## config.mk

```make
export PLATFORM = sky130hd
export DESIGN_NAME = ysyx_22050039_core_ctrl
export DESIGN_NICKNAME = d
export VERILOG_FILES = /design/src/rtl/ysyx_22050039_core_ctrl_pkg.sv /design/src/rtl/ysyx_22050039_wdog.sv /design/src/rtl/ysyx_22050039_core_ctrl.sv
export SDC_FILE = /design/constraint.sdc
export NUM_CORES = 1
export LEC_CHECK = 0
export BUFFER_PORTS_ARGS = -buffer_cell sky130_fd_sc_hd__buf_4
export CORE_ASPECT_RATIO = 0.6
export CORE_UTILIZATION = 30
export CTS_CLUSTER_DIAMETER = 100
export CTS_CLUSTER_SIZE = 8
export DETAILED_ROUTE_END_ITERATION = 10
export MAX_ROUTING_LAYER = met4
export PLACE_DENSITY = 0.51
export SETUP_SLACK_MARGIN = 0.15
export SLEW_MARGIN = 20
export SYNTH_ARGS = -nofsm -noshare
export SYNTH_HDL_FRONTEND = slang
export SYNTH_SLANG_ARGS = --single-unit
```

## constraint.sdc

```tcl
create_clock -name clk -period 2.8 [get_ports clk]
set_clock_uncertainty 0.05 [all_clocks]
set_input_delay 0.14 -clock clk [delete_from_list [all_inputs] [get_ports clk]]
set_output_delay 0.14 -clock clk [all_outputs]
set_load 0.02 [all_outputs]
```

## src/rtl/ysyx_22050039_core_ctrl_pkg.sv

```systemverilog
// Shared types for the core sequencer: FSM state encoding and halt reason codes.
package ysyx_22050039_core_ctrl_pkg;

    typedef enum logic [2:0] {
        FETCH  = 3'd0,
        FWAIT  = 3'd1,
        DECODE = 3'd2,
        MDU    = 3'd3,
        MREQ   = 3'd4,
        MWAIT  = 3'd5,
        WB     = 3'd6,
        HALT   = 3'd7
    } ctrl_state_t;

    localparam logic [1:0] HALT_NONE    = 2'b00;
    localparam logic [1:0] HALT_EBREAK  = 2'b01;
    localparam logic [1:0] HALT_INVALID = 2'b10;
    localparam logic [1:0] HALT_TIMEOUT = 2'b11;

endpackage

```

## src/rtl/ysyx_22050039_wdog.sv

```systemverilog
// Wait-state watchdog: counts enabled cycles since the last clear and flags the
// final permitted cycle so the sequencer can give up on a stalled handshake.
module ysyx_22050039_wdog #(
    parameter int WDOG_W     = 16,
    parameter int WDOG_LIMIT = 1024
) (
    input  logic clk,
    input  logic rst,
    input  logic clr,
    input  logic en,
    output logic expire
);

    localparam logic [WDOG_W-1:0] LAST = WDOG_W'(WDOG_LIMIT - 1);

    logic [WDOG_W-1:0] cnt;

    always_ff @(posedge clk) begin
        if (rst || clr) begin
            cnt <= '0;
        end else if (en) begin
            cnt <= cnt + WDOG_W'(1);
        end
    end

    // Expiry is only meaningful while waiting; the caller lets a same-cycle event win.
    assign expire = en && (cnt == LAST);

endmodule

```

## src/rtl/ysyx_22050039_core_ctrl.sv

```systemverilog
// Multi-cycle instruction sequencer for the RV64 core: walks each instruction through
// fetch/decode/execute/memory/writeback, drives the IFU/MDU/LSU handshakes and the PC/GPR strobes.
module ysyx_22050039_core_ctrl
    import ysyx_22050039_core_ctrl_pkg::*;
#(
    parameter int XLEN       = 64,
    parameter int WDOG_W     = 16,
    parameter int WDOG_LIMIT = 1024
) (
    input  logic            clk,
    input  logic            rst,
    output logic            ifu_req_valid,
    input  logic            ifu_req_ready,
    input  logic            ifu_resp_valid,
    output logic            inst_latch_en,
    input  logic            dec_load,
    input  logic            dec_store,
    input  logic            dec_muldiv,
    input  logic            dec_reg_wen,
    input  logic            dec_ebreak,
    input  logic            dec_invalid,
    output logic            mdu_start,
    input  logic            mdu_done,
    output logic            lsu_req_valid,
    input  logic            lsu_req_ready,
    input  logic            lsu_resp_valid,
    output logic            pc_we,
    output logic            reg_we,
    output logic            retire,
    output logic            halted,
    output logic [1:0]      halt_code,
    output logic [XLEN-1:0] cycle_cnt,
    output logic [XLEN-1:0] instret_cnt,
    output ctrl_state_t     dbg_state
);

    // Handshakes: a request valid is raised in its state and held until the cycle its
    // ready is seen high; responses/done are single-cycle and only honoured in the state
    // that waits for them, so anything early, late or stray is simply ignored.

    ctrl_state_t       state, state_next;
    logic [1:0]        halt_code_q, halt_code_next;
    logic [XLEN-1:0]   cycle_q, instret_q;
    logic              retire_raw;
    logic              wdog_en, wdog_clr, wdog_expire;

    ysyx_22050039_wdog #(
        .WDOG_W     (WDOG_W),
        .WDOG_LIMIT (WDOG_LIMIT)
    ) u_wdog (
        .clk    (clk),
        .rst    (rst),
        .clr    (wdog_clr),
        .en     (wdog_en),
        .expire (wdog_expire)
    );

    assign wdog_en  = (state == FETCH) || (state == FWAIT) || (state == MDU) ||
                      (state == MREQ)  || (state == MWAIT);
    assign wdog_clr = (state_next != state);

    // State register, halt reason and performance counters
    always_ff @(posedge clk) begin
        if (rst) begin
            state       <= FETCH;
            halt_code_q <= HALT_NONE;
            cycle_q     <= '0;
            instret_q   <= '0;
        end else begin
            state <= state_next;
            if (state != HALT && state_next == HALT) begin
                halt_code_q <= halt_code_next;
            end
            if (state != HALT) begin
                cycle_q <= cycle_q + XLEN'(1);
            end
            if (retire_raw) begin
                instret_q <= instret_q + XLEN'(1);
            end
        end
    end

    // Next-state logic
    always_comb begin
        state_next     = state;
        halt_code_next = HALT_NONE;
        case (state)
            FETCH:  if (ifu_req_ready)  state_next = FWAIT;
            FWAIT:  if (ifu_resp_valid) state_next = DECODE;
            DECODE: begin
                if (dec_invalid) begin
                    state_next     = HALT;
                    halt_code_next = HALT_INVALID;
                end else if (dec_ebreak) begin
                    state_next     = HALT;
                    halt_code_next = HALT_EBREAK;
                end else if (dec_muldiv) begin
                    state_next = MDU;
                end else if (dec_load || dec_store) begin
                    state_next = MREQ;
                end else begin
                    state_next = WB;
                end
            end
            MDU:    if (mdu_done)       state_next = WB;
            MREQ:   if (lsu_req_ready)  state_next = MWAIT;
            MWAIT:  if (lsu_resp_valid) state_next = WB;
            WB:     state_next = FETCH;
            HALT:   state_next = HALT;
            default: state_next = HALT;
        endcase
        // A handshake completing on the last permitted cycle still wins over the timeout.
        if (wdog_expire && state_next == state) begin
            state_next     = HALT;
            halt_code_next = HALT_TIMEOUT;
        end
    end

    // Output decode: Moore per state, plus the Mealy strobes in FWAIT and DECODE
    always_comb begin
        ifu_req_valid = 1'b0;
        inst_latch_en = 1'b0;
        mdu_start     = 1'b0;
        lsu_req_valid = 1'b0;
        pc_we         = 1'b0;
        reg_we        = 1'b0;
        retire_raw    = 1'b0;
        case (state)
            FETCH:  ifu_req_valid = 1'b1;
            FWAIT:  inst_latch_en = ifu_resp_valid;
            DECODE: begin
                retire_raw = !dec_invalid && dec_ebreak;
                mdu_start  = !dec_invalid && !dec_ebreak && dec_muldiv;
            end
            MREQ:   lsu_req_valid = 1'b1;
            WB: begin
                pc_we      = 1'b1;
                reg_we     = dec_reg_wen;
                retire_raw = 1'b1;
            end
            default: ;
        endcase
        if (rst) begin
            ifu_req_valid = 1'b0;
            inst_latch_en = 1'b0;
            mdu_start     = 1'b0;
            lsu_req_valid = 1'b0;
            pc_we         = 1'b0;
            reg_we        = 1'b0;
            retire_raw    = 1'b0;
        end
    end

    assign retire      = retire_raw;
    assign halted      = !rst && (state == HALT);
    assign halt_code   = rst ? HALT_NONE : halt_code_q;
    assign cycle_cnt   = cycle_q;
    assign instret_cnt = instret_q;
    assign dbg_state   = state;

endmodule

```

==> flow_summary.toml <==
[clock_network]
cts.clk_slew.worst_paths_ns = 0.06
clock_latency_ns = 0.43
cts_inserted_buffers = 17
cts_tree = "done"
clk_path_buf_depth = 2
root_buffer = "clkbuf_16"
ctsHoldBuffers = 0
cts.sinks = 149
htreeDepth = 4

[global_route]
grt-ovfl-total = 0
grt_pass1_wl_um = 32470
grt_pass1_vias = 5679
grt_usage = 0.1709
grt_max_degree = 149
antenna_found_initial = 0

[yosys]
synth.avg_cell_area_sq_um = 8.581
synth-simple-area-share = 0.3446
yosysTopAreaCell = "dfxtp_1"
yosysMostFrequentCell = "nor2_1"
netlist_area_sq_mm = 0.007320
syn_inst = 853
synth-xor-area-share = 0.1436
seq_area_frac_synth = 0.4075
ys_types = 68
synth_seq_cells = 149
synth_compound_area_frac = 0.06000
synth_top_family_by_area = "simple AND/OR/NAND/NOR gates"
synth_top_cell_area_share = 0.4075
synth_edf_count = 0
synth_fa_ha_area_frac = 0.005128
synthTopCellsByCount = "nor2_1 (152), dfxtp_1 (149), xor2_1 (63)"
synthFlopType = "dfxtp_1"
ys_async_sr_fraction = 0
yosys-top-cells-area = "dfxtp_1 (41%), nor2_1 (7.8%), xor2_1 (7.5%), xnor2_1 (6.8%), nand3_1 (3.6%)"
synth_nets = 869
synth_warnings = 0
synthMuxAreaShare = 0.005983

[setup_path]
crit_top_cell = "buf_4"
critPathLaunchType = "flop"
crit_slowest_cell = "nor4_1"
path_cells = "buf_4 > inv_1 > nor4_1 > and2_1 > buf_4"
cp_slowest_stage_delay_ns = 0.62
reg2reg_depth = 6
cp_top_family = "simple AND/OR/NAND/NOR gates"
crit_type = "flop to primary output"
end_kind = "primary output"
path_max_fanout = 17
worstSetupPathDepth = 5
cp.arrival_ns = 2.26
crit_required_ns = 2.61
crit_buf_inv = 3

[die]
die_w_um = 203.7
start_util = 0.3113
placeableCoreArea_sq_mm = 0.02351
die_h_um = 123.0
dieArea_sq_mm = 0.02505
placementRows = 43
io_pins = 154

[detailed_routing]
drtAntennaViolNets = 0
drt_first_pass_iters = 5
via_per_inst = 4.814
wl_um = 20510
vias = 6465
routedWlPerCell_um = 15.27
initialDrtViolationCount = 393
drc = 0

[layout]
design_area_sq_mm = 0.009469
antenna_cells = 0
areaGrowthSynthToFinish_pct = 29.37
num-nets-final = 1031
drive_above_1_share = 0.2432

[place]
place_congestion = 0.8121
place_area_sq_mm = 0.008880
port_buffers = 153
dp_hpwl_um = 14740

[timing]
relSlewSlack = 0.5249
worst_pin_slew_ns = 0.7072
max_freq_mhz = 408.1
fin_crit_sh = 0.8752
fin_tns_setup_ns = 0
setup_viol_count_final = 0
period_minus_slack_ns = 2.451
maxSlewViolCount = 0
hold_violations = 0
rsz0062_at_grt = "false"

[min_path]
hp-class = "input pin to flop"
hold_path_depth = 3

[pwr]
combPwrFrac = 0.054
netSwitchingFraction = 0.2429
power_switching_mw = 1.143
power.leakage_nw = 3.549
p_seq_frac = 0.458
ir_worst_vdd_uv = 352.2
clkPwrFrac = 0.487
powerDensity_mw_per_mm2 = 496.9
p_int_mw = 3.562
total_power_mw = 4.705

[job]
drv_cap = 0

[run_status]
outcome = "completed"
-- stage by stage --
stage / util / hold WS [ns] / setup slack (ns) / std cells
after global placement: 0.3777 / 0.3957 / 0.3880 / 1310
after global routing: 0.4027 / 0.1751 / 0.1422 / 1343
final: 0.4027 / 0.1626 / 0.3495 / 1343
after detailed placement: 0.3777 / 0.4013 / 0.3799 / 1310
after floorplan: - / 0.3451 / 0.3487 / 853
after CTS: 0.4022 / 0.1424 / 0.3536 / 1342
-- kinds of logic after synthesis --
kind of cell               after synthesis
adders and majority gates                3
xor gates and xnor gates               120
muxes                                    4
AOI/OAI and AO/OA                       72
DFF                                    149
buffers and inverters                   54
and+or+nand+nor                        451
-- state kept, by name (all words and copies together) (netlist names) --
signal,cells
instret_cnt,64
u_wdog.cnt,16
halt_code_q,2
dbg_state,3
cycle_cnt,64
-- path summary, 6_finish.rpt --
kind,startpoint,to,slack (ns)
setup / recovery,dbg_state[1]$_SDFF_PP0_,reg_we,0.35
hold / removal,dec_invalid,halt_code_q[1]$_SDFFE_PP0P_,0.16
setup reg to reg,cycle_cnt[14]$_SDFFE_PP0P_,cycle_cnt[56]$_SDFFE_PP0P_,0.38
hold reg to reg,halt_code_q[0]$_SDFFE_PP0P_,halt_code_q[0]$_SDFFE_PP0P_,0.41
-- placed cells by master (no fill, tap or decap), types with 19 or more instances in the layout --
cell type  Yosys  layout
buf_4          1     176
nor2_1       152     152
dfxtp_1      149     149
xor2_1        63      63
nand2_1       58      58
xnor2_1       57      57
nand3_1       52      52
nand4_1       35      35
a21oi_1       30      30
and3_1        23      23
or3_1         23      23
inv_1         19      19
-- final cells by class --
cell class	instances	area (sq um)
repair buffers	177	1341
fillers	2344	14040
flip-flops and latches	149	2983
inverters	20	75.07
clock inverters	11	126.4
multi-input cells	650	4099
well taps	315	394.1
clock buffers	21	450.4
-- repair_timing --
action | CTS | global route
gates resized for setup | 0 | 1
endpoints found under the setup margin | 0 | 7
setup buffers | 0 | 1
-- per-layer routing --
metal  wire, um  share of wire  vias to the layer above  track usage
li1           -              -                     3285            -
met1      11680           0.57                     3021       0.2682
met2       7632           0.37                      144       0.2022
met3       1052          0.051                       15      0.04507
met4        152         0.0074                        0      0.04464
met5          0              0                        -            -
-- power groups by stage --
stage	combinational (mW)	clock (mW)	sequential (mW)
6_report	0.254	2.29	2.16
5_1_grt	0.281	2.45	2.16
4_1_cts	0.254	2.36	2.16
3_5_place_dp	0.253	0	2.20
3_3_place_gp	0.255	0	2.20
2_1_floorplan	0.156	0	2.21
-- tightest hold or removal path: cells and delay by family --
family / cells / cell delay [ns]
AOI/OAI and AO/OA: 1 / 0.25
buffers and inverters: 1 / 0.10
and+or+nand+nor: 1 / 0.08
Power figures use the tool's default switching activity.
